$ cat src/rtl/toll_booth_ctrl_pkg.sv
// Shared types and defaults for the toll lane controller: FSM states,
// default fees, coin width and the classifier result check.
package toll_pkg;

    typedef enum logic [2:0] {
        IDLE    = 3'd0,
        SETTLE  = 3'd1,
        CHECK   = 3'd2,
        COLLECT = 3'd3,
        GATE    = 3'd4,
        ERROR   = 3'd5
    } toll_state_e;

    localparam int FEE_H_DEF      = 12;
    localparam int FEE_M_DEF      = 8;
    localparam int FEE_L_DEF      = 4;
    localparam int SETTLE_CYC_DEF = 2;
    localparam int AW_DEF         = 8;
    localparam int COIN_W         = 4;

    // A usable rate is exactly one of H/M/L with no error; E overrides everything.
    function automatic logic rate_is_valid(input logic h, input logic m,
                                           input logic l, input logic e);
        logic [2:0] w_hml;
        w_hml = {h, m, l};
        return (!e) && ((w_hml == 3'b100) || (w_hml == 3'b010) || (w_hml == 3'b001));
    endfunction

endpackage

$ cat src/rtl/toll_booth_ctrl_if.sv
// Coin acceptor / change dispenser bundle between the lane hardware (master)
// and the toll controller (slave).
interface toll_booth_ctrl_if #(
    parameter int AW = 8
);
    logic                       coin_valid;
    logic [toll_pkg::COIN_W-1:0] coin_value;
    logic                       coin_ready;
    logic [AW-1:0]              fee_due;
    logic                       change_valid;
    logic [AW-1:0]              change_amt;

    modport master (
        output coin_valid, coin_value,
        input  coin_ready, fee_due, change_valid, change_amt
    );

    modport slave (
        input  coin_valid, coin_value,
        output coin_ready, fee_due, change_valid, change_amt
    );
endinterface

$ cat src/rtl/toll_booth_ctrl_pay_accum.sv
// Payment accumulator: holds fee and paid amount, compares them and produces
// the change / refund strobe. Fees must satisfy max fee + 15 < 2**AW.
module toll_pay_accum
    import toll_pkg::*;
#(
    parameter int AW = AW_DEF
) (
    input  logic              clk,
    input  logic              rst_n,
    input  logic              i_load,
    input  logic [AW-1:0]     i_fee,
    input  logic              i_collect,
    input  logic              i_coin_en,
    input  logic [COIN_W-1:0] i_coin_value,
    input  logic              i_abort,
    output logic              o_paid_done,
    output logic [AW-1:0]     o_fee_due,
    output logic              o_change_valid,
    output logic [AW-1:0]     o_change_amt
);
    logic [AW-1:0] r_fee;
    logic [AW-1:0] r_paid;
    logic [AW-1:0] r_fee_due;
    logic [AW-1:0] r_change_amt;
    logic          r_change_valid;
    logic [AW-1:0] w_coin_add;
    logic [AW-1:0] w_paid_next;

    // Paid amount including this cycle's coin, so a same-cycle abort refunds it too.
    always_comb begin
        w_coin_add = {AW{1'b0}};
        if (i_coin_en) begin
            w_coin_add = AW'(i_coin_value);
        end else begin
            w_coin_add = {AW{1'b0}};
        end
        w_paid_next = r_paid + w_coin_add;
    end

    assign o_paid_done = (w_paid_next >= r_fee);

    always_ff @(posedge clk or negedge rst_n) begin
        if (!rst_n) begin
            r_fee          <= {AW{1'b0}};
            r_paid         <= {AW{1'b0}};
            r_fee_due      <= {AW{1'b0}};
            r_change_amt   <= {AW{1'b0}};
            r_change_valid <= 1'b0;
        end else if (i_load) begin
            r_fee          <= i_fee;
            r_paid         <= {AW{1'b0}};
            r_fee_due      <= i_fee;
            r_change_valid <= 1'b0;
        end else if (i_collect) begin
            r_paid <= w_paid_next;
            if (i_abort) begin
                r_change_valid <= (w_paid_next != {AW{1'b0}});
                r_change_amt   <= w_paid_next;
                r_fee_due      <= {AW{1'b0}};
            end else if (o_paid_done) begin
                r_change_valid <= 1'b1;
                r_change_amt   <= w_paid_next - r_fee;
                r_fee_due      <= {AW{1'b0}};
            end else begin
                r_change_valid <= 1'b0;
                r_fee_due      <= r_fee - w_paid_next;
            end
        end else begin
            r_change_valid <= 1'b0;
            r_fee_due      <= {AW{1'b0}};
        end
    end

    assign o_fee_due      = r_fee_due;
    assign o_change_valid = r_change_valid;
    assign o_change_amt   = r_change_amt;

endmodule

$ cat src/rtl/toll_booth_ctrl.sv
// Toll lane sequencer: latches condition flags for the rate classifier, waits
// for it to settle, maps the rate to a fee, collects payment and drives the gate.
module toll_booth_ctrl
    import toll_pkg::*;
#(
    parameter int FEE_H      = FEE_H_DEF,
    parameter int FEE_M      = FEE_M_DEF,
    parameter int FEE_L      = FEE_L_DEF,
    parameter int SETTLE_CYC = SETTLE_CYC_DEF,
    parameter int AW         = AW_DEF
) (
    input  logic               clk,
    input  logic               rst_n,
    input  logic               car_present,
    input  logic               wd_in,
    input  logic               rh_in,
    input  logic               ln_in,
    input  logic               ht_in,
    output logic               cls_wd,
    output logic               cls_rh,
    output logic               cls_ln,
    output logic               cls_ht,
    input  logic               rate_h,
    input  logic               rate_m,
    input  logic               rate_l,
    input  logic               rate_e,
    toll_booth_ctrl_if.slave   pay_if,
    output logic               gate_open,
    output logic               err_alarm,
    input  logic               err_ack,
    output logic               busy
);
    localparam int CNT_W = (SETTLE_CYC > 1) ? $clog2(SETTLE_CYC) : 1;
    localparam logic [CNT_W-1:0] CNT_LAST = CNT_W'(SETTLE_CYC - 1);

    toll_state_e      r_state;
    toll_state_e      w_next;
    logic [CNT_W-1:0] r_settle_cnt;
    logic             r_armed;
    logic [3:0]       r_cls;
    logic             r_coin_ready;
    logic             r_gate_open;
    logic             r_err_alarm;
    logic             r_busy;
    logic             w_latch;
    logic             w_load;
    logic [AW-1:0]    w_fee_sel;
    logic             w_collect;
    logic             w_coin_en;
    logic             w_paid_done;
    logic [AW-1:0]    w_fee_due;
    logic             w_change_valid;
    logic [AW-1:0]    w_change_amt;

    assign w_collect = (r_state == COLLECT);
    assign w_coin_en = w_collect && pay_if.coin_valid;

    // Next-state and control decode; fee chosen while the classifier result is sampled.
    always_comb begin
        w_next    = r_state;
        w_latch   = 1'b0;
        w_load    = 1'b0;
        w_fee_sel = {AW{1'b0}};
        case (r_state)
            IDLE: begin
                if (car_present && r_armed) begin
                    w_next  = SETTLE;
                    w_latch = 1'b1;
                end else begin
                    w_next = IDLE;
                end
            end
            SETTLE: begin
                if (r_settle_cnt == CNT_LAST) begin
                    w_next = CHECK;
                end else begin
                    w_next = SETTLE;
                end
            end
            CHECK: begin
                if (rate_is_valid(rate_h, rate_m, rate_l, rate_e)) begin
                    w_next = COLLECT;
                    w_load = 1'b1;
                    if (rate_h) begin
                        w_fee_sel = AW'(FEE_H);
                    end else if (rate_m) begin
                        w_fee_sel = AW'(FEE_M);
                    end else begin
                        w_fee_sel = AW'(FEE_L);
                    end
                end else begin
                    w_next = ERROR;
                end
            end
            COLLECT: begin
                if (!car_present) begin
                    w_next = IDLE;
                end else if (w_paid_done) begin
                    w_next = GATE;
                end else begin
                    w_next = COLLECT;
                end
            end
            GATE: begin
                if (!car_present) begin
                    w_next = IDLE;
                end else begin
                    w_next = GATE;
                end
            end
            ERROR: begin
                if (err_ack && !car_present) begin
                    w_next = IDLE;
                end else begin
                    w_next = ERROR;
                end
            end
            default: begin
                w_next = IDLE;
            end
        endcase
    end

    always_ff @(posedge clk or negedge rst_n) begin
        if (!rst_n) begin
            r_state <= IDLE;
        end else begin
            r_state <= w_next;
        end
    end

    always_ff @(posedge clk or negedge rst_n) begin
        if (!rst_n) begin
            r_settle_cnt <= {CNT_W{1'b0}};
        end else if (r_state == SETTLE) begin
            r_settle_cnt <= r_settle_cnt + CNT_W'(1);
        end else begin
            r_settle_cnt <= {CNT_W{1'b0}};
        end
    end

    // A vehicle is only recognised after the lane has been seen empty.
    always_ff @(posedge clk or negedge rst_n) begin
        if (!rst_n) begin
            r_armed <= 1'b0;
        end else if (!car_present) begin
            r_armed <= 1'b1;
        end else if (w_latch) begin
            r_armed <= 1'b0;
        end else begin
            r_armed <= r_armed;
        end
    end

    always_ff @(posedge clk or negedge rst_n) begin
        if (!rst_n) begin
            r_cls <= 4'b0000;
        end else if (w_latch) begin
            r_cls <= {wd_in, rh_in, ln_in, ht_in};
        end else begin
            r_cls <= r_cls;
        end
    end

    // Outputs registered from the next state so they track the state register exactly.
    always_ff @(posedge clk or negedge rst_n) begin
        if (!rst_n) begin
            r_coin_ready <= 1'b0;
            r_gate_open  <= 1'b0;
            r_err_alarm  <= 1'b0;
            r_busy       <= 1'b0;
        end else begin
            r_coin_ready <= (w_next == COLLECT);
            r_gate_open  <= (w_next == GATE);
            r_err_alarm  <= (w_next == ERROR);
            r_busy       <= (w_next != IDLE);
        end
    end

    toll_pay_accum #(
        .AW (AW)
    ) u_pay_accum (
        .clk            (clk),
        .rst_n          (rst_n),
        .i_load         (w_load),
        .i_fee          (w_fee_sel),
        .i_collect      (w_collect),
        .i_coin_en      (w_coin_en),
        .i_coin_value   (pay_if.coin_value),
        .i_abort        (!car_present),
        .o_paid_done    (w_paid_done),
        .o_fee_due      (w_fee_due),
        .o_change_valid (w_change_valid),
        .o_change_amt   (w_change_amt)
    );

    assign {cls_wd, cls_rh, cls_ln, cls_ht} = r_cls;
    assign pay_if.coin_ready   = r_coin_ready;
    assign pay_if.fee_due      = w_fee_due;
    assign pay_if.change_valid = w_change_valid;
    assign pay_if.change_amt   = w_change_amt;
    assign gate_open           = r_gate_open;
    assign err_alarm           = r_err_alarm;
    assign busy                = r_busy;

endmodule
$ cat src/flat_wrapper.sv
// flat-port wrapper written by rule: the top's interface ports become plain ports
module toll_booth_ctrl_flat import toll_pkg::*;
#(
    parameter int FEE_H      = FEE_H_DEF,
    parameter int FEE_M      = FEE_M_DEF,
    parameter int FEE_L      = FEE_L_DEF,
    parameter int SETTLE_CYC = SETTLE_CYC_DEF,
    parameter int AW         = AW_DEF
)
  (clk, rst_n, car_present, wd_in, rh_in, ln_in, ht_in, cls_wd, cls_rh, cls_ln, cls_ht, rate_h, rate_m, rate_l, rate_e, gate_open, err_alarm, err_ack, busy, pay_if_coin_valid, pay_if_coin_value, pay_if_coin_ready, pay_if_fee_due, pay_if_change_valid, pay_if_change_amt);
  toll_booth_ctrl_if #(.AW(AW)) pay_if_i ();
  input  logic clk;
  input  logic rst_n;
  input  logic car_present;
  input  logic wd_in;
  input  logic rh_in;
  input  logic ln_in;
  input  logic ht_in;
  output logic cls_wd;
  output logic cls_rh;
  output logic cls_ln;
  output logic cls_ht;
  input  logic rate_h;
  input  logic rate_m;
  input  logic rate_l;
  input  logic rate_e;
  output logic gate_open;
  output logic err_alarm;
  input  logic err_ack;
  output logic busy;
  input wire logic [$bits(pay_if_i.coin_valid)-1:0] pay_if_coin_valid;
  input wire logic [$bits(pay_if_i.coin_value)-1:0] pay_if_coin_value;
  output wire logic [$bits(pay_if_i.coin_ready)-1:0] pay_if_coin_ready;
  output wire logic [$bits(pay_if_i.fee_due)-1:0] pay_if_fee_due;
  output wire logic [$bits(pay_if_i.change_valid)-1:0] pay_if_change_valid;
  output wire logic [$bits(pay_if_i.change_amt)-1:0] pay_if_change_amt;
  assign pay_if_i.coin_valid = pay_if_coin_valid;
  assign pay_if_i.coin_value = pay_if_coin_value;
  assign pay_if_coin_ready = pay_if_i.coin_ready;
  assign pay_if_fee_due = pay_if_i.fee_due;
  assign pay_if_change_valid = pay_if_i.change_valid;
  assign pay_if_change_amt = pay_if_i.change_amt;
  toll_booth_ctrl #(.FEE_H(FEE_H), .FEE_M(FEE_M), .FEE_L(FEE_L), .SETTLE_CYC(SETTLE_CYC), .AW(AW)) u_core (.clk(clk), .rst_n(rst_n), .car_present(car_present), .wd_in(wd_in), .rh_in(rh_in), .ln_in(ln_in), .ht_in(ht_in), .cls_wd(cls_wd), .cls_rh(cls_rh), .cls_ln(cls_ln), .cls_ht(cls_ht), .rate_h(rate_h), .rate_m(rate_m), .rate_l(rate_l), .rate_e(rate_e), .pay_if(pay_if_i), .gate_open(gate_open), .err_alarm(err_alarm), .err_ack(err_ack), .busy(busy));
endmodule
$ cat config.mk
export PLATFORM = sky130hd
export DESIGN_NAME = toll_booth_ctrl_flat
export DESIGN_NICKNAME = d
export VERILOG_FILES = /design/src/rtl/toll_booth_ctrl_pkg.sv /design/src/rtl/toll_booth_ctrl_if.sv /design/src/rtl/toll_booth_ctrl_pay_accum.sv /design/src/rtl/toll_booth_ctrl.sv /design/src/flat_wrapper.sv
export SDC_FILE = /design/constraint.sdc
export NUM_CORES = 1
export LEC_CHECK = 0
export CAP_MARGIN = 30
export CORE_UTILIZATION = 40
export CTS_CLUSTER_DIAMETER = 50
export DETAILED_ROUTE_END_ITERATION = 10
export PLACE_DENSITY = 0.67
export SYNTH_ARGS = -nofsm -noshare
export SYNTH_HDL_FRONTEND = slang
export SYNTH_SLANG_ARGS = --single-unit
$ cat constraint.sdc
create_clock -name clk -period 3.4 [get_ports clk]
set_clock_uncertainty 0.2 [all_clocks]
set_input_delay 0.68 -clock clk [delete_from_list [all_inputs] [get_ports clk]]
set_output_delay 0.68 -clock clk [all_outputs]
set_load 0.02 [all_outputs]
Word-level counts from Yosys, hierarchy flattened
Cells that the tools add are included.

$add $sub $neg: 4. Order comparisons: 1. Mux-type cells: 32. Eq/ne operators: 13. Bitwise operators: 1. Reduce and logical (&&, ||, !) cells: 13.

Operator list (count): $mux W8 (11); $pmux W3 S6 (1); $sub A8 B8 Y8 (2); $eq A3 B3 Y1 const B (5); $mux W3 (5); $eq A3 B2 Y1 const B (4); $mux W1 (12); $add A8 B4 Y8 (1); $ge A8 B8 Y1 (1); $mux W4 (2); $reduce_bool A8 Y1 (1); $eq A3 B1 Y1 const B (2); $logic_and A1 B1 Y1 (4); $ne A2 B1 Y1 const B (2); $logic_not A3 Y1 (1); $reduce_and A3 Y1 (1); $reduce_bool A3 Y1 (1); $logic_not A1 Y1 (2); $logic_or A1 B1 Y1 (2); $mux W2 (1); $reduce_bool A2 Y1 (1); $add A1 B1 Y1 const B (1); $not A1 Y1 (1).

Register bits after elaboration: 46. Word-level logic and storage cells: 77. Output and inout port bits: 25.

Depth between registers and ports, before layout
Gate-level depths: netlist of the first run.

Depth after elaboration: 9. Mapped depth: 16.

Cells and area by module
A second synthesis of the first run with hierarchy kept.

Cells, all modules: 289. Area total of the unflattened synthesis: 2787.7 um^2.

Modules (own cells, without submodules): toll_pay_accum (cells an instance 230, seq. area each 825.8 um^2, times used 1, area each 2152.1 um^2); toll_booth_ctrl (cells an instance 59, seq. area each 325.3 um^2, times used 1, area each 635.6 um^2).

Worst setup path after synthesis of the first run
OpenSTA, ideal clock, no wires.

Path kind: reg-to-reg. Start: register u_core.r_state[2]. End: register u_core.u_pay_accum.r_change_amt[0] (netlist: u_core.u_pay_accum.o_change_amt[0]). Path slack: -0.220 ns. Required time: 3.075 ns. Arrival time: 3.295 ns. Cell stages (with the launch flop): 16. Cell sequence: dfrtp_1 -> inv_1 -> and3_1 -> clkbuf_1 -> and3_1 -> ha_1 -> a21oi_1 -> o21bai_1 -> xnor2_1 -> inv_1 -> ha_1 -> nand3_1 -> nand2_1 -> nor4b_4 -> a21oi_2 -> mux2_2.

Cells in the longest elaborated chain, start to end: 7. Elaborated cells between the ends (all ways): 13. Classes of those cells: add/sub (2); order compare (1); eq/ne (3); mux (4); bitwise (1); reduce/logical (2).

Ends and longest elaborated chain: start: declaration (RTL line toll_booth_ctrl.sv:36) `toll_state_e r_state;`; start signal: assignment (RTL line toll_booth_ctrl.sv:128) `r_state <= w_next;`; $eq A3 B2 Y1 (RTL line toll_booth_ctrl.sv:55) `assign w_collect = (r_state == COLLECT);`; $logic_and A1 B1 Y1 (RTL line toll_booth_ctrl.sv:56) `assign w_coin_en = w_collect && pay_if.coin_valid;`; $mux W4 (RTL line toll_booth_ctrl_pay_accum.sv:32) `if (i_coin_en) begin`; $add A8 B4 Y8 (RTL line toll_booth_ctrl_pay_accum.sv:37) `w_paid_next = r_paid + w_coin_add;`; $ge A8 B8 Y1 or $sub A8 B8 Y8 (tied branches) (RTL line toll_booth_ctrl_pay_accum.sv:40, toll_booth_ctrl_pay_accum.sv:62); $ne A2 B1 Y1 (no source line) or $mux W8 (tied branches); $reduce_and A3 Y1 (no source line) or $mux W8 (tied branches); end signal: assignment (RTL line toll_booth_ctrl_pay_accum.sv:47) `r_change_amt <= {AW{1'b0}};`; end signal: assignment (RTL line toll_booth_ctrl_pay_accum.sv:58) `r_change_amt <= w_paid_next;`; end signal: assignment (RTL line toll_booth_ctrl_pay_accum.sv:62) `r_change_amt <= w_paid_next - r_fee;`; end: declaration (RTL line toll_booth_ctrl_pay_accum.sv:24) `logic [AW-1:0] r_change_amt;`.

Several ways; a longest one is shown, not always the timed one. The select of a mux whose other input is x is not followed. A chain may end at the register's enable or synchronous reset.

Worst setup path after layout of the first run
Start: input port pay_if_coin_valid. End: register u_core.u_pay_accum.r_change_amt[3] (netlist: u_core.u_pay_accum.o_change_amt[3]).

Cells in the longest elaborated chain, start to end: 6. Elaborated cells between the ends (all ways): 9. Classes of those cells: add/sub (2); order compare (1); eq/ne (1); mux (3); reduce/logical (2).

Ends and longest elaborated chain: start: declaration (RTL line flat_wrapper.sv:31) `input wire logic [$bits(pay_if_i.coin_valid)-1:0] pay_if_coin_valid;`; $logic_and A1 B1 Y1 (*) (RTL line toll_booth_ctrl.sv:56); $mux W4 (*) (RTL line toll_booth_ctrl_pay_accum.sv:32); $add A8 B4 Y8 (*) (RTL line toll_booth_ctrl_pay_accum.sv:37); $ge A8 B8 Y1 or $sub A8 B8 Y8 (tied branches) (RTL line toll_booth_ctrl_pay_accum.sv:40, toll_booth_ctrl_pay_accum.sv:62); $ne A2 B1 Y1 (no source line) or $mux W8 (tied branches); $reduce_and A3 Y1 (no source line) or $mux W8 (tied branches).

Mark *: on every way between the ends. The rest lies on a longest branch, timed or not. The select of a mux whose other input is x is not followed.

==> results of run 1 <==
Yosys cell counts, drive strengths merged (2+ instances only):
master	instances
mux2	12
a21oi	8
nor2	9
xnor2	9
o21a	2
a21boi	2
xor2	2
and3	7
ha	8
a211oi	2
nor2b	2
o211ai	4
buf	3
a21o	2
nand4	4
o22ai	2
o21ai	15
nand2b	3
mux2i	2
nor3	8
inv	11
nand2	13
clkbuf	4
dfrtp	40
nand3	13
fa	2
cells by family (layout without fill, tap and decap cells):
| kind of cell | Yosys count | after routing | share of synthesized area |
|---|---|---|---|
| DFF | 40 | 40 | 0.476 |
| AOI/OAI and AO/OA | 44 | 44 | 0.144 |
| xor gates and xnor gates | 11 | 11 | 0.0458 |
| buffers and inverters | 18 | 91 | 0.0351 |
| adders and majority gates | 10 | 10 | 0.0666 |
| muxes | 14 | 14 | 0.0738 |
| and+or+nand+nor | 63 | 63 | 0.157 |
| other | 1 | 2 | 0.00178 |
cell type report:
class,count,area (sq um)
repair buffers,73,664
well taps,70,87.6
flip-flops and latches,40,1000
multi-input cells,144,1210
clock buffers,5,68.8
fillers,441,1950
clock inverters,2,60.1
inverters,11,41.3
metrics by stage:
step           cell area (sq um)  hold WS [ns]  setup TNS [ns]
6_report                    3130         0.267               0
5_1_grt                     3130         0.296               0
4_1_cts                     3040         0.262               0
3_5_place_dp                2800         0.238           -9.30
3_3_place_gp                2800         0.242           -7.47
2_1_floorplan               2130         0.184               0
sequential cells by signal, indices dropped and copies added, names as in the netlist:
signal	flops
u_core.r_state	3
u_core.err_alarm	1
u_core.r_settle_cnt	1
u_core.u_pay_accum.o_fee_due	8
u_core.r_armed	1
u_core.gate_open	1
u_core.u_pay_accum.o_change_valid	1
u_core.u_pay_accum.r_fee	2
u_core.u_pay_accum.r_paid	8
u_core.pay_if.coin_ready	1
u_core.u_pay_accum.o_change_amt	8
u_core.r_cls	4
u_core.busy	1
where the power goes:
| part | switching (W) | internal [W] |
|---|---|---|
| sequential | 0.0000747 | 0.000601 |
| clock | 0.000161 | 0.000289 |
| combinational | 0.000563 | 0.000586 |
| total | 0.000799 | 0.00148 |
placed cells by master (no fill, tap or decap), drive strengths merged, types with 3 or more instances in the layout:
master / synthesis / layout
nand2b: 3 / 3
o21ai: 15 / 15
clkbuf: 4 / 5
nor3: 8 / 8
o211ai: 4 / 4
xnor2: 9 / 9
inv: 11 / 11
nand3: 13 / 13
mux2: 12 / 12
a21oi: 8 / 8
nor2: 9 / 9
dfrtp: 40 / 40
nand2: 13 / 13
clkdlybuf4s50: 0 / 36
nand4: 4 / 4
ha: 8 / 8
and3: 7 / 7
buf: 3 / 33
what timing repair did:
item                                    CTS  global route
endpoints found under the setup margin   20            17
buffers inserted                          3             1
pin swaps                                14             8
gates resized for setup                  20            18
metal layers:
metal  vias to the layer above  global-route usage  share of wire
met5                         -                   0              0
met4                         0              0.0629          0.012
met3                         6              0.0366          0.031
met2                        38               0.330           0.50
met1                       840               0.270           0.46
li1                        862                   -              -
worst register-to-register path: cells and delay by family, from the launching register on:
family	cells	cell delay (ns)
XOR/XNOR	1	0.18
AO/OA/AOI/OAI	1	0.31
flip-flops	1	0.39
adder cells (fa/ha/maj)	4	1.17
multiplexers	1	0.39
AND/OR/NAND/NOR	4	0.53
how the worst max path moves through the flow:
stage,start,to,slack (ns),cells past startpoint
final,pay_if_coin_valid,u_core.u_pay_accum.o_change_amt[3],0.07,11
after global routing,pay_if_coin_valid,u_core.u_pay_accum.o_change_amt[7],0.0008,13
after CTS,pay_if_coin_value[2],u_core.u_pay_accum.o_fee_due[0],0.001,12
after detailed placement,pay_if_coin_valid,u_core.u_pay_accum.o_change_amt[3],-0.51,11
after global placement,pay_if_coin_valid,u_core.u_pay_accum.o_fee_due[5],-0.43,14
after floorplan,u_core.r_state[2],u_core.u_pay_accum.o_change_amt[0],0.01,15
==> flow_summary_export.csv, run 1 <==
group,metric,value,unit
grt,grt_use_total,0.201,
floorplanning,die_area,0.00555,sq mm
routing,dr.first_iter.drc_count,116,
grt,global_route_wire_length_before_repair,8170,um
clock_network,cts_root_buffer,"clkbuf_8",
setup_path,worst-path-max-fanout,9,
pwr,power.total,0.00227,W
floorplanning,floorplan.rows,26,
setup_path,reg2reg_setup_slack,0.11,ns
clock_network,htree_num_levels,2,
finish,drive_gt1_frac,0.298,
finish,layout.core_utilization,0.617,
placement,place_ws,-0.513,ns
routing,routed_length_per_instance,15.2,um
pwr,ir_drop,0.379,mV
floorplanning,placeable_core_region,0.00507,sq mm
setup_path,crit-reg2reg-capture,"u_core.u_pay_accum.o_change_amt[3]",
placement,hpwl,3810,um
floorplanning,num_io_pins,42,
routing,drt-vias-per-instance,5.06,
routing,detailedRoute.firstPassIterationCount,5,
sta,timing.final.setup_violations,0,
synth,netlist-cell-type-count,40,
sta,tightest_slew,0.887,ns
placement,placed_cells,335,
synth,synth_seq_cells,40,
synth,yosys-top-cells-area,"dfrtp_1, mux2_2, ha_1",
synth,seq_area_frac_synth,0.476,
synth,synth_top_area_frac,0.476,
placement,port-buffer-count,41,
setup_path,sort_of_element_at_the_end_of_the_critical_path,"flip-flop",
sta,report.final.hold_viol_count,0,
setup_path,crit_path_start_kind,"input pin",
sta,drv_slew,0,
setup_path,worst-path-buf-inv,1,
clock_network,worstSkewPairLatency,0.29,ns
floorplanning,start_util,0.414,
placement,gp_routability_congestion,0.975,
setup_path,critical_path_class,"input pin to flip-flop",
grt,overflow,0,
finish,area_delta_synth_final,48.8,%
routing,num_vias,1746,
clock_network,cts_inserted_buffers,5,
clock_network,tritoncts,"done",
finish,nNetsFinal,302,
synth,synth_area,0.00210,sq mm
setup_path,worst_path_largest_cell_delay,0.41,ns
synth,postSynth.asyncResetShare,1.00,
grt,number_of_antenna_violations_at_the_first_check_in_global_routing,0,
grt,grt_pass1_vias,1671,
routing,drc,0,
clock_network,hold_buffers,0,
sta,period_utilization_post_route,0.980,
run_status,status,"completed",
floorplanning,die_width,74.5,um
finish,num_antenna_cells,0,
floorplanning,die-height,74.5,um
sta,timing.final.ws_setup,0.0683,ns
setup_path,timing.critical_path.cells,"clkdlybuf4s15_1 > and3_4 > ha_4 > fa_2 > xnor2_2 > ha_2 > fa_2 > nand2_2 > nor4b_4 > a21oi_4 > mux2_2",
synth,synth_area_leader_cell,"dfrtp_1",
clock_network,clk_path_buf_depth,2,
setup_path,timing.critical_path.max_delay_family,"adder cells",
synth,synth_ff_type,"dfrtp_1",
setup_path,data_required_time_at_the_worst_endpoint,3.37,ns
min_path,worst_hold_startpoint,"u_core.r_settle_cnt",
routing,routed_wl,5230,um
finish,final-instance-count-excl-fill,345,
setup_path,timing.reg2reg.worst_path_depth,11,
clock_network,numClockSinks,40,
clock_network,path_clk_slew,0.08,ns
grt,grt_start_max_net_pins,41,
setup_path,critical-path-slowest-cell,"fa_2",
run,timing.max_cap.violations,0,
sta,achievable-frequency,300,MHz
synth,yosysWarningCount,0,
synth,post_synth.cell_area_avg,10.5,sq um
sta,period_needed,3.33,ns
sta,rsz0062_at_grt,"no",
sta,timing.slew.headroom,0.408,
min_path,hold-path-endpoint,"u_core.r_settle_cnt",
synth,synthesis.instances,201,
pwr,pwrdens,727,mW/mm^2
pwr,static-leakage-power,1.39,nW
min_path,min_delay_path_depth,1,
min_path,timing.hold.worst.class,"flip-flop to flip-flop",
synth,synth_edf_count,0,
setup_path,regToRegStartpoint,"u_core.r_state[0]",
routing,detail-route-antenna-nets,0,
setup_path,critical_path.most_common_cell,"fa_2",
setup_path,crit_arrival,3.30,ns
(Power assumes the default switching activity.)
==> run 2, diff against run 1 <==
Settings changed: ABC_AREA set to 1, CORE_UTILIZATION 40 to 35, CTS_CLUSTER_DIAMETER 50 to 200, PLACE_DENSITY 0.67 to not set.
==> run 2 against run 1 <==
  * Clock-buffer cell count rose by 1
  * Setup slack better by 0.11 ns
  * Sequential power rose by 5.6%
  * Synthesized cell count up 29%
  * Maximum frequency is 3.3% higher
==> flow_summary_export.csv, run 2 <==
group,metric,value,unit
clock_network,numClockSinks,40,
floorplanning,num_io_pins,42,
sta,report.final.hold_viol_count,0,
clock_network,cts_inserted_buffers,5,
floorplanning,die_width,82.2,um
floorplanning,die-height,82.2,um
sta,achievable-frequency,310,MHz
synth,synth_area,0.00225,sq mm
routing,drc,0,
routing,routed_wl,4810,um
pwr,switching_power,0.000950,W
synth,yosys-top-cells-area,"dfrtp_1, nand2_1, inv_1",
synth,synth-simple-area-share,0.303,
synth,synth_top_area_frac,0.444,
min_path,timing.hold.worst.class,"flip-flop to flip-flop",
grt,grt_start_max_net_pins,41,
synth,synth_compound_area_frac,0.0777,
finish,multi_input_area,0.00114,sq mm
finish,drive_gt1_frac,0.213,
min_path,worst_hold_startpoint,"u_core.r_settle_cnt",
routing,detailedRoute.firstPassIterationCount,4,
setup_path,data_required_time_at_the_worst_endpoint,3.38,ns
clock_network,worstSkewPairLatency,0.29,ns
setup_path,crit_path_start_kind,"input pin",
pwr,combinational_share_of_power,0.556,
pwr,ir_drop,0.384,mV
pwr,power_report.internal_total,0.00132,W
setup_path,sort_of_element_at_the_end_of_the_critical_path,"flip-flop",
synth,synthMuxAreaShare,0,
setup_path,crit_arrival,3.20,ns
clock_network,hold_buffers,0,
synth,main_combinational_cell_family_by_area_after_synthesis,"simple AND/OR/NAND/NOR gates",
run_status,status,"completed",
sta,rsz0062_at_grt,"yes",
sta,whs,0.233,ns
grt,grt_use_total,0.160,
finish,most_frequent_cells_in_the_layout,"nand2_1, clkdlybuf4s50_1, dfrtp_1",
synth,seq_area_frac_synth,0.444,
grt,grt_pass1_vias,1766,
synth,synthAdderAreaFrac,0.0622,
min_path,hold-path-endpoint,"u_core.r_settle_cnt",
finish,final-seq-area,0.00100,sq mm
pwr,static-leakage-power,1.52,nW
sta,tightest_slew,0.882,ns
synth,post_synth.cell_area_avg,8.67,sq um
synth,area_share_of_xor_xnor_cells_in_the_synthesized_design,0.0389,
sta,period_needed,3.23,ns
grt,number_of_antenna_violations_at_the_first_check_in_global_routing,0,
sta,timing.slew.headroom,0.412,
synth,synth_edf_count,0,
pwr,power_switching_share,0.418,
setup_path,crit-reg2reg-capture,"u_core.u_pay_accum.o_change_amt[7]",
synth,synthesis.instances,260,
pwr,p_clk_frac,0.130,
routing,routed_length_per_instance,11.9,um
placement,gp_routability_congestion,0.824,
floorplanning,die_area,0.00676,sq mm
routing,dr.first_iter.drc_count,113,
pwr,power.total,0.00227,W
grt,overflow,0,
finish,nNetsFinal,355,
clock_network,cts_root_buffer,"clkbuf_8",
setup_path,worst-path-max-fanout,4,
routing,num_vias,1869,
placement,hpwl,3780,um
setup_path,reg2reg_setup_slack,0.27,ns
routing,detail-route-antenna-nets,0,
grt,use_met3,0.0297,
clock_network,clk_path_buf_depth,2,
placement,port-buffer-count,41,
synth,synth_most_common_cell,"nand2_1",
clock_network,htree_num_levels,2,
floorplanning,start_util,0.372,
floorplanning,placeable_core_region,0.00606,sq mm
pwr,pwrdens,755,mW/mm^2
clock_network,path_clk_slew,0.08,ns
finish,num_antenna_cells,0,
sta,timing.final.setup_violations,0,
synth,synth_seq_cells,40,
setup_path,critical_path_class,"input pin to flip-flop",
synth,synth_area_leader_cell,"dfrtp_1",
synth,postSynth.asyncResetShare,1.00,
synth,yosysWarningCount,0,
grt,global_route_wire_length_before_repair,8210,um
min_path,min_delay_path_depth,1,
synth,list_of_most_frequent_post_synthesis_cells,"nand2_1, dfrtp_1, inv_1, nor2_1, nand3_1",
sta,drv_slew,0,
synth,netlist-cell-type-count,33,
sta,period_utilization_post_route,0.949,
routing,drt-vias-per-instance,4.64,
finish,nFillCells,593,
grt,globalRouteMet1Util,0.229,
grt,global_route.usage.met2,0.251,
synth,synth_ff_type,"dfrtp_1",
floorplanning,floorplan.rows,28,
setup_path,timing.reg2reg.worst_path_depth,17,
clock_network,tritoncts,"done",
grt,gr_busiest_metal,"met2",
setup_path,regToRegStartpoint,"u_core.r_state[0]",
finish,area_delta_synth_final,33.6,%
finish,final_common_cell,"nand2_1",
run,timing.max_cap.violations,0,
pwr,power_frac_seq,0.314,
## run 2: critical path, cell delays in order
cell and delay, ns:
clkdlybuf4s50_1 0.47, nand2_2 0.08, nor2_1 0.11, ha_1 0.24, inv_1 0.05, nand2_1 0.06, and2_1 0.18, xor2_2 0.20
ha_1 0.33, inv_2 0.08, nor2_1 0.05, nor3_2 0.21, nand2_1 0.08, nor2_1 0.12, xor2_1 0.20, o21ai_2 0.06
## run 2: layer usage
layer,part of all wire,routed length [um]
met2,0.45,2180
met1,0.49,2350
met4,0.0085,41
met3,0.049,236
met5,0,0
## run 2: repair_timing
item                                    CTS  global route
gates resized for setup                   0            12
endpoints found under the setup margin    0            22
buffers inserted                          0             1
## run 2: layout make-up
cell class              count  share of cell area
flip-flops and latches     40               0.332
repair buffers             62               0.187
clock buffers               6              0.0241
multi-input cells         182               0.378
well taps                  75              0.0312
inverters                  37              0.0461
clock inverters             1             0.00166
## run 2: cells by family after synthesis
logic type                 after synthesis
and+or+nand+nor                        132
DFF                                     40
buffers and inverters                   39
AOI/OAI and AO/OA                       28
xor gates and xnor gates                10
adders and majority gates               10
other                                    1
## run 2: power by group through the flow
stage	sequential, W	clock, W	combinational [W]
finish	0.000714	0.000295	0.00126
floorplan	0.000813	0	0.000697
global route	0.000732	0.000328	0.00141
global placement	0.000720	0	0.00123
detailed placement	0.000721	0	0.00124
CTS	0.000713	0.000309	0.00124
## run 2: worst max-delay path by stage
stage                 startpoint                                 end  slack [ns]  cells after the start
2_1_floorplan  u_core.r_state[0]  u_core.u_pay_accum.o_change_amt[5]        0.05                     18
3_3_place_gp   pay_if_coin_valid  u_core.u_pay_accum.o_change_amt[7]       -0.23                     16
3_5_place_dp   pay_if_coin_valid     u_core.u_pay_accum.o_fee_due[3]       -0.30                     14
4_1_cts        pay_if_coin_valid     u_core.u_pay_accum.o_fee_due[2]     0.00008                     14
5_1_grt        pay_if_coin_valid  u_core.u_pay_accum.o_change_amt[7]       -0.03                     16
6_report       pay_if_coin_valid  u_core.u_pay_accum.o_change_amt[7]        0.17                     16
## run 2: per-stage QoR
step	setup WS (ns)	util	std cells	TNS, ns	area, sq um
3_3_place_gp	-0.232	0.475	395	-3.96	2880
2_1_floorplan	0.0538	-	261	0	2260
3_5_place_dp	-0.298	0.475	395	-5.33	2880
5_1_grt	-0.0346	0.497	403	-0.0346	3010
6_report	0.173	0.497	403	0	3010
4_1_cts	0.0000822	0.488	402	0	2960
